## src/rtl/vit_pkg.sv

```systemverilog
// Shared widths, state-index type and output-stage FSM encoding for the
// 4-state register-exchange Viterbi decoder.
package vit_pkg;
    localparam int PM_W     = 7;
    localparam int SP_W     = 8;
    localparam int N_STATES = 4;

    typedef logic [1:0] state_idx_t;

    typedef enum logic [1:0] {
        ST_RUN   = 2'd0,
        ST_FLUSH = 2'd1,
        ST_DONE  = 2'd2
    } fsm_t;
endpackage

```

## src/rtl/vit_min4.sv

```systemverilog
// Combinational 4-way unsigned minimum; returns index and value, lowest index
// wins ties. Shared with the ACS normalization path.
module vit_min4
    import vit_pkg::*;
(
    input  logic [PM_W-1:0] i_pm0,
    input  logic [PM_W-1:0] i_pm1,
    input  logic [PM_W-1:0] i_pm2,
    input  logic [PM_W-1:0] i_pm3,
    output logic [1:0]      o_idx,
    output logic [PM_W-1:0] o_min
);
    logic            w_lo_sel;
    logic            w_hi_sel;
    logic            w_pick_hi;
    logic [PM_W-1:0] w_lo_val;
    logic [PM_W-1:0] w_hi_val;

    // Strict less-than at every level keeps the lower index on equal metrics.
    assign w_lo_sel  = i_pm1 < i_pm0;
    assign w_lo_val  = w_lo_sel ? i_pm1 : i_pm0;
    assign w_hi_sel  = i_pm3 < i_pm2;
    assign w_hi_val  = w_hi_sel ? i_pm3 : i_pm2;
    assign w_pick_hi = w_hi_val < w_lo_val;

    assign o_idx = w_pick_hi ? {1'b1, w_hi_sel} : {1'b0, w_lo_sel};
    assign o_min = w_pick_hi ? w_hi_val : w_lo_val;
endmodule

```

## src/rtl/vit_decision_out.sv

```systemverilog
// Viterbi output stage: picks the best state per step, emits the oldest survivor
// bit through a small FIFO, flushes the winning survivor at frame end.
module vit_decision_out
    import vit_pkg::*;
#(
    parameter int FIFO_DEPTH = 4,
    parameter int NORM_THR   = 64
)(
    input  logic            clk,
    input  logic            rst,
    input  logic            sym_valid,
    input  logic            sym_last,
    input  logic [PM_W-1:0] pm_0,
    input  logic [PM_W-1:0] pm_1,
    input  logic [PM_W-1:0] pm_2,
    input  logic [PM_W-1:0] pm_3,
    input  logic [SP_W-1:0] sp_0,
    input  logic [SP_W-1:0] sp_1,
    input  logic [SP_W-1:0] sp_2,
    input  logic [SP_W-1:0] sp_3,
    output logic            in_ready,
    output logic            dec_bit,
    output logic            dec_valid,
    input  logic            out_ready,
    output logic [1:0]      best_state,
    output logic [PM_W-1:0] pm_min,
    output logic            norm_req,
    output logic            frame_done,
    output logic            overflow
);
    localparam int PTR_W  = $clog2(FIFO_DEPTH);
    localparam int CNT_W  = $clog2(FIFO_DEPTH + 1);
    localparam int FILL_W = $clog2(SP_W + 1);
    localparam int IDX_W  = $clog2(SP_W);
    localparam logic [CNT_W-1:0]  FULL_CNT = CNT_W'(FIFO_DEPTH);
    localparam logic [FILL_W-1:0] FILL_MAX = FILL_W'(SP_W);
    localparam logic [PM_W-1:0]   THR      = PM_W'(NORM_THR);

    fsm_t                  r_state;
    logic [FILL_W-1:0]     r_fill_cnt;
    logic [FILL_W-1:0]     r_rem;
    logic [SP_W-1:0]       r_flush_reg;
    logic [FIFO_DEPTH-1:0] r_mem;
    logic [PTR_W-1:0]      r_wr_ptr;
    logic [PTR_W-1:0]      r_rd_ptr;
    logic [CNT_W-1:0]      r_count;
    logic [1:0]            r_best_state;
    logic [PM_W-1:0]       r_pm_min;
    logic                  r_norm_req;
    logic                  r_frame_done;
    logic                  r_overflow;

    logic [1:0]        w_best_idx;
    logic [PM_W-1:0]   w_best_pm;
    logic [SP_W-1:0]   w_sp_best;
    logic              w_full;
    logic              w_accept;
    logic [FILL_W-1:0] w_fill_next;
    logic [FILL_W-1:0] w_rem_init;
    logic [IDX_W-1:0]  w_rem_idx;
    logic              w_run_push;
    logic              w_flush_push;
    logic              w_push;
    logic              w_push_bit;
    logic              w_pop;

    vit_min4 u_min4 (
        .i_pm0 (pm_0),
        .i_pm1 (pm_1),
        .i_pm2 (pm_2),
        .i_pm3 (pm_3),
        .o_idx (w_best_idx),
        .o_min (w_best_pm)
    );

    always_comb begin
        w_sp_best = sp_0;
        case (w_best_idx)
            2'd1:    w_sp_best = sp_1;
            2'd2:    w_sp_best = sp_2;
            2'd3:    w_sp_best = sp_3;
            default: w_sp_best = sp_0;
        endcase
    end

    assign w_full      = (r_count == FULL_CNT);
    assign in_ready    = (r_state == ST_RUN) && !w_full;
    assign w_accept    = sym_valid && in_ready;
    assign w_fill_next = (r_fill_cnt == FILL_MAX) ? FILL_MAX : r_fill_cnt + 1'b1;
    // Once the survivor window is full, every step retires its oldest bit; the
    // flush then owes the remaining SP_W-1 positions of the winning survivor.
    assign w_rem_init  = (w_fill_next < FILL_MAX) ? w_fill_next : FILL_MAX - 1'b1;
    assign w_rem_idx   = IDX_W'(r_rem - 1'b1);

    assign w_run_push   = w_accept && (w_fill_next == FILL_MAX);
    assign w_flush_push = (r_state == ST_FLUSH) && !w_full;
    assign w_push       = w_run_push || w_flush_push;
    assign w_push_bit   = (r_state == ST_FLUSH) ? r_flush_reg[w_rem_idx] : w_sp_best[SP_W-1];
    assign w_pop        = out_ready && (r_count != '0);

    assign dec_valid  = (r_count != '0);
    assign dec_bit    = r_mem[r_rd_ptr];
    assign best_state = r_best_state;
    assign pm_min     = r_pm_min;
    assign norm_req   = r_norm_req;
    assign frame_done = r_frame_done;
    assign overflow   = r_overflow;

    always_ff @(posedge clk or negedge rst) begin
        if (!rst) begin
            r_mem    <= '0;
            r_wr_ptr <= '0;
            r_rd_ptr <= '0;
            r_count  <= '0;
        end else begin
            if (w_push) begin
                r_mem[r_wr_ptr] <= w_push_bit;
                r_wr_ptr        <= r_wr_ptr + 1'b1;
            end
            if (w_pop) begin
                r_rd_ptr <= r_rd_ptr + 1'b1;
            end
            case ({w_push, w_pop})
                2'b10:   r_count <= r_count + 1'b1;
                2'b01:   r_count <= r_count - 1'b1;
                default: r_count <= r_count;
            endcase
        end
    end

    always_ff @(posedge clk or negedge rst) begin
        if (!rst) begin
            r_state      <= ST_RUN;
            r_fill_cnt   <= '0;
            r_rem        <= '0;
            r_flush_reg  <= '0;
            r_best_state <= '0;
            r_pm_min     <= '0;
            r_norm_req   <= 1'b0;
            r_frame_done <= 1'b0;
            r_overflow   <= 1'b0;
        end else begin
            r_frame_done <= 1'b0;
            if (sym_valid && !in_ready) begin
                r_overflow <= 1'b1;
            end
            if (w_accept) begin
                r_best_state <= w_best_idx;
                r_pm_min     <= w_best_pm;
                r_norm_req   <= (w_best_pm >= THR);
                r_fill_cnt   <= w_fill_next;
            end
            case (r_state)
                ST_RUN: begin
                    if (w_accept && sym_last) begin
                        r_flush_reg <= w_sp_best;
                        r_rem       <= w_rem_init;
                        if (w_rem_init != '0) begin
                            r_state <= ST_FLUSH;
                        end else begin
                            r_state      <= ST_DONE;
                            r_frame_done <= 1'b1;
                        end
                    end
                end
                ST_FLUSH: begin
                    if (!w_full) begin
                        r_rem <= r_rem - 1'b1;
                        if (r_rem == FILL_W'(1)) begin
                            r_state      <= ST_DONE;
                            r_frame_done <= 1'b1;
                        end
                    end
                end
                ST_DONE: begin
                    r_fill_cnt <= '0;
                    r_state    <= ST_RUN;
                end
                default: r_state <= ST_RUN;
            endcase
        end
    end
endmodule

```

## config.mk

```make
export PLATFORM = sky130hd
export DESIGN_NAME = vit_decision_out
export DESIGN_NICKNAME = d
export VERILOG_FILES = /design/src/rtl/vit_pkg.sv /design/src/rtl/vit_min4.sv /design/src/rtl/vit_decision_out.sv
export SDC_FILE = /design/constraint.sdc
export NUM_CORES = 1
export LEC_CHECK = 0
export BUFFER_PORTS_ARGS = -buffer_cell sky130_fd_sc_hd__buf_2
export CAP_MARGIN = 20
export CORE_MARGIN = 3
export CORE_UTILIZATION = 54
export CTS_CLUSTER_DIAMETER = 100
export DETAILED_ROUTE_END_ITERATION = 6
export GPL_TIMING_DRIVEN = 0
export PLACE_DENSITY = 0.87
export SLEW_MARGIN = 20
export SYNTH_ARGS = -nofsm -noshare
export SYNTH_HDL_FRONTEND = slang
export SYNTH_SLANG_ARGS = --single-unit
```

## constraint.sdc

```tcl
create_clock -name clk -period 3.3 [get_ports clk]
set_input_delay 0.495 -clock clk [delete_from_list [all_inputs] [get_ports clk]]
set_output_delay 0.495 -clock clk [all_outputs]
set_load 0.05 [all_outputs]
```

### Yosys cells after proc, flatten, opt, wreduce, memory -nomap -nowiden

Index checks and enable logic that the tools add are counted.
Widths: inputs -> output; s select.

* flip-flop bits (word level): 41
* bits of input ports: 65
* logic and storage cells: 93

* add/sub/neg operators: 6
* magnitude comparators: 9
* equal/unequal tests: 14
* mux-type cells: 31
* reductions and logical operators: 20

Operators by type and width (number)
* $mux 4: 6
* $pmux 8 s3: 1
* $lt 7x7->1: 3
* $mux 7: 3
* $mux 2: 5
* $eq 2x2->1 const B: 4
* $eq 4x4->1 const B: 2
* $logic_and 1x1->1: 8
* $mux 1: 8
* $pmux 4 s2: 1
* $ge 7x7->1 const B: 1
* $eq 2x1->1 const B: 3
* $lt 2x3->1 const B: 2
* $pmux 3 s2: 1
* $reduce_and 3->1: 2
* $reduce_bool 2->1: 3
* $add 2x1->2 const B: 2
* $add 4x1->4 const B: 1
* $bwmux 4: 1
* $eq 4x1->1 const B: 1
* $lt 3x4->1 const B: 1
* $lt 4x4->1 const B: 1
* $ne 2x1->1 const B: 2
* $pmux 2 s2: 1
* other kinds (16): 17

### Logic depth before layout (Yosys ltp)

* depth in word-level cells: 8
* gate-level depth with buffers: 18
* mapped depth without buffers: 16

### Cells and area by module

From an unflattened synthesis, not the netlist that was laid out.

* cell total of the unflattened synthesis: 295
* area total of the unflattened synthesis: 3140.5 um^2

By module, submodules not included
* vit_decision_out: times used 1, cells each 187, area each 2366.0 um^2, seq. area each 1026.0 um^2
* vit_min4: times used 1, cells each 108, area each 774.5 um^2, seq. area each 0.0 um^2

### Worst setup path before layout

OpenSTA, ideal clock, no wires.

* kind: input port to flip-flop
* start point: input pm_0[4]
* end point: register r_flush_reg[0]
* data arrival time: 3.811 ns
* required time: 3.221 ns
* setup slack: -0.590 ns
* stages on the path: 17
* path buffers: 2
* cells stage by stage: inv_1 -> ha_1 -> a211oi_2 -> nor2_1 -> a211oi_4 -> clkbuf_1 -> nor2_1 -> a21oi_1 -> ha_1 -> and4_1 -> and3_1 -> nand2_1 -> mux2i_1 -> a211oi_4 -> buf_6 -> mux2_2 -> o21ai_1

* longest elaborated chain between the ends: 6
* elaborated cells on any way between the ends: 8

Ends and longest elaborated chain
* from (decl): line vit_decision_out.sv:13 `input logic [PM_W-1:0] pm_0,`
* $lt 7x7->1: line vit_min4.sv:20 `assign w_lo_sel = i_pm1 < i_pm0;`
* $mux 7: line vit_min4.sv:21 `assign w_lo_val = w_lo_sel ? i_pm1 : i_pm0;`
* $lt 7x7->1: line vit_min4.sv:24 `assign w_pick_hi = w_hi_val < w_lo_val;`
* $mux 2 *: line vit_min4.sv:26 `assign o_idx = w_pick_hi ? {1'b1, w_hi_sel} : {1'b0, w_lo_sel};`
* $eq 2x2->1 or $eq 2x1->1 (tied branches): line vit_decision_out.sv:78 `case (w_best_idx)`
* $pmux 8 s3 *: line vit_decision_out.sv:78
* to (signal assigned): line vit_decision_out.sv:156 `r_flush_reg <= w_sp_best;`
* to (decl): line vit_decision_out.sv:42 `logic [SP_W-1:0] r_flush_reg;`

Every way passes the cells marked *; elsewhere a longest branch is shown, timed or not.
A chain may end at the register's enable or synchronous reset.

### Worst setup path after layout

* start point: input pm_2[4]
* end point: register r_mem[1]

* longest elaborated chain between the ends: 8
* elaborated cells on any way between the ends: 10

Ends and longest elaborated chain
* from (decl): line vit_decision_out.sv:15 `input logic [PM_W-1:0] pm_2,`
* $lt 7x7->1: line vit_min4.sv:22 `assign w_hi_sel = i_pm3 < i_pm2;`
* $mux 7: line vit_min4.sv:23 `assign w_hi_val = w_hi_sel ? i_pm3 : i_pm2;`
* $lt 7x7->1: line vit_min4.sv:24
* $mux 2 *: line vit_min4.sv:26
* $eq 2x2->1 or $eq 2x1->1 (tied branches): line vit_decision_out.sv:78
* $pmux 8 s3 *: line vit_decision_out.sv:78
* $mux 1 *: line vit_decision_out.sv:98 `assign w_push_bit = (r_state == ST_FLUSH) ? r_flush_reg[w_rem_idx] : w_sp_best[SP_W-1];`
* $bwmux 4 *: line vit_decision_out.sv:117 `r_mem[r_wr_ptr] <= w_push_bit;`
* to (signal, indexed assignment): line vit_decision_out.sv:117
* to (decl): line vit_decision_out.sv:43 `logic [FIFO_DEPTH-1:0] r_mem;`

Marked as above.

==> flow_metrics.tcl <==
set metrics [dict create \
    finish.net_count 530 \
    reg2regPathDepth 9 \
    power_mw 3.394 \
    max-slew-margin-rel_pct 35.45 \
    min_path_type "input pin to asynchronous set/reset pin" \
    met3_length_um 629 \
    status "finished, violations left" \
    highest_layer "met4" \
    avgViaCountPerCell 5.982 \
    synthArstFlopShare_pct 100.0 \
    period_needed_ps 3604 \
    final-setup-viol-count 20 \
    p_leak_nw 2.078 \
    syn_to_final_growth_pct 40.30 \
    grt_pass1_vias 2680 \
    synth-edff-count 0 \
    crit_path_top_delay_cell "o41ai_1" \
    hpwlAfterDp_mm 5.851 \
    rsz0062_at_grt "true" \
    grt_overflow 0 \
    antenna_found_initial 0 \
    drc 0 \
    drtIter0Drc 236 \
    cts_tree "done" \
    cp-end-kind "flop" \
    place_ws_ps -778.6 \
    yosys_warnings 0 \
    min_period_over_period_pct 109.2 \
    vias 3039 \
    die_h_um 80.76 \
    yosys-top-cells-count "nand2_1 (43), dfrtp_1 (40), inv_1 (30)" \
    reg2reg_from "r_fill_cnt[0]$_DFFE_PN0P_" \
    worst_slew_pin_slew_ps 959.5 \
    core_area_um2 5270 \
    num_rows 26 \
    dr.pass1.iters 5 \
    ys_ff_latch 40 \
    power_density_nw_per_um2 801.7 \
    critPathLaunch "pm_2[4]" \
    grt_max_degree 41 \
    drtAntennaViolNets 0 \
    grt_pass1_wl_mm 12.24 \
    synth-main-ff-cell "dfrtp_1" \
    netlist_area_um2 3018 \
    setup_ws_ps -303.7 \
    cp.required_ps 3450 \
    cts-root-buf "clkbuf_8" \
    start_util_pct 57.26 \
    totalWireLength_mm 9.680 \
    critPathKind "input pin to flop" \
    drive_gt1_share_pct 44.06 \
    yosys.area.top_type "dfrtp_1" \
    nFillCells 327 \
    cp_cell_sequence "buf_2 > inv_2 > ha_4 > a21oi_1 > o21ai_1 > a21oi_2 > clkbuf_8 > nor2_1 > a21oi_2 > inv_1 > ha_4 > a21oi_4 > o21ai_2 > nor2_1 > mux2_2 > a32oi_1 > nand3_2 > o41ai_1" \
    max_stage_delay_ps 490 \
    path_clk_slew_ps 80 \
    synth_cell_type_count 47 \
    synth_cells 333 \
    syn_avg_cell_area_um2 9.063 \
    largest_reg_flops 8 \
    die-area_um2 6521 \
    hold_buffers 0 \
    port_buffers 79 \
    whs_ps 317.5 \
    synth.most_common_cell "nand2_1" \
    antenna_cells 0 \
    synth_top_area_share_pct 33.17 \
    fmax_mhz 277.5 \
    slew_viol_final 0 \
    cts_made_buffers 5 \
    met1Wirelength_mm 3.663 \
    hold_viol_final 0 \
    yosys-top-cells-area "dfrtp_1 (33%), ha_1 (11%), mux2i_1 (8.0%)" \
    maxCapViolCount 0 \
    die_x_um 80.76 \
    start_kind "input pin" \
    crit_path_max_fanout 7 \
    ir_drop_uv 423.9 \
    clk_latency_ps 300 \
    clk_path_buf_depth 2 \
    crit_arrival_ps 3760 \
    ys_seq_area_share_pct 33.17 \
    syn_nets 426 \
    violations "setup timing" \
    cts.sinks 40 \
    io_pins 80 \
    finalClockSkew_ps 8.644 \
    htree_levels 2 \
    gp_congestion 0.9008 \
    wl_met2_mm 4.851 \
    grt.total_usage_pct 24.29 \
    wl_per_cell_um 19.06 \
]
-- logic make-up after synthesis --
family	share of synthesized area, %
simple gates	14.80
compound gates	16.00
flops	33.17
xor+xnor	2.902
mux	15.80
fa+ha+maj	11.86
buf+inv	5.473
-- final timing paths --
check                                         endpoint  slack (ps)
worst max-delay path              r_mem[1]$_DFFE_PN0P_        -300
min in group clk                 pm_min[1]$_DFFE_PN0P_         490
worst max register to register  r_count[1]$_DFFE_PN0P_         510
max in group asynchronous         r_rem[3]$_DFFE_PN0P_        2410
worst min register to register   pm_min[1]$_DFFE_PN0P_         490
worst min-delay path             pm_min[1]$_DFFE_PN0P_         320
-- layout by cell type, fill, tap and decap left out, drive strengths merged, types with 3 or more instances in the layout --
master  Yosys  layout
a211oi      4       4
a21oi      29      29
buf         3     100
clkbuf      7      13
dfrtp      40      40
ha         27      27
inv        30      29
mux2       15      15
mux2i      24      24
mux4        3       3
nand2      43      43
nand2b      5       5
nand3       6       6
nor2       27      27
nor2b       4       4
nor3        3       3
o21ai      25      25
o41ai       5       5
xnor2       5       5
xor2        5       5
-- where the power goes --
| group | leakage [nW] | switching, mW | total, mW | internal (mW) |
|---|---|---|---|---|
| Sequential | 0.488 | 0.206 | 0.926 | 0.720 |
| Clock | 0.0552 | 0.171 | 0.395 | 0.224 |
| Combinational | 1.53 | 1.24 | 2.07 | 0.831 |
-- worst max-delay path: cells and delay by family --
kind / cells / cell delay (ps)
mux: 1 / 280
compound gates: 8 / 1640
simple gates: 3 / 350
fa+ha+maj: 2 / 510
buf+inv: 4 / 470
-- timing repair --
| action | CTS | global route |
|---|---|---|
| endpoints found under the setup margin | 21 | 21 |
| cloned | 1 | 0 |
| buffers inserted | 10 | 7 |
| pin swaps | 6 | 9 |
| gates resized for setup | 28 | 43 |
-- layout make-up --
class	count	area (µm²)	share of cell area (%)
well taps	70	87.58	2.069
inverters	30	117.6	2.778
repair buffers	97	580.6	13.71
multi-input cells	253	2260	53.37
flip-flops and latches	40	1001	23.64
clock buffers	6	72.57	1.714
clock inverters	2	35.03	0.8274
plain buffers	10	80.08	1.891
-- per-stage QoR --
stage	cell area (µm²)	utilization [%]	setup TNS, ps	std cells
3_3_place_gp	3695	70.11	-11190	482
4_1_cts	3971	75.36	-26.24	501
2_1_floorplan	3212	-	-2166	333
6_report	4234	80.34	-2256	508
3_5_place_dp	3695	70.11	-13940	482
5_1_grt	4234	80.34	-3993	508
-- layer usage --
layer  GRT usage (%)  vias to the layer above
met4           8.784                        0
met5               0                        -
li1                -                     1370
met3           3.437                       51
met2           43.21                      185
met1           29.96                     1433
No activity file was read; power rests on OpenSTA's default activity.
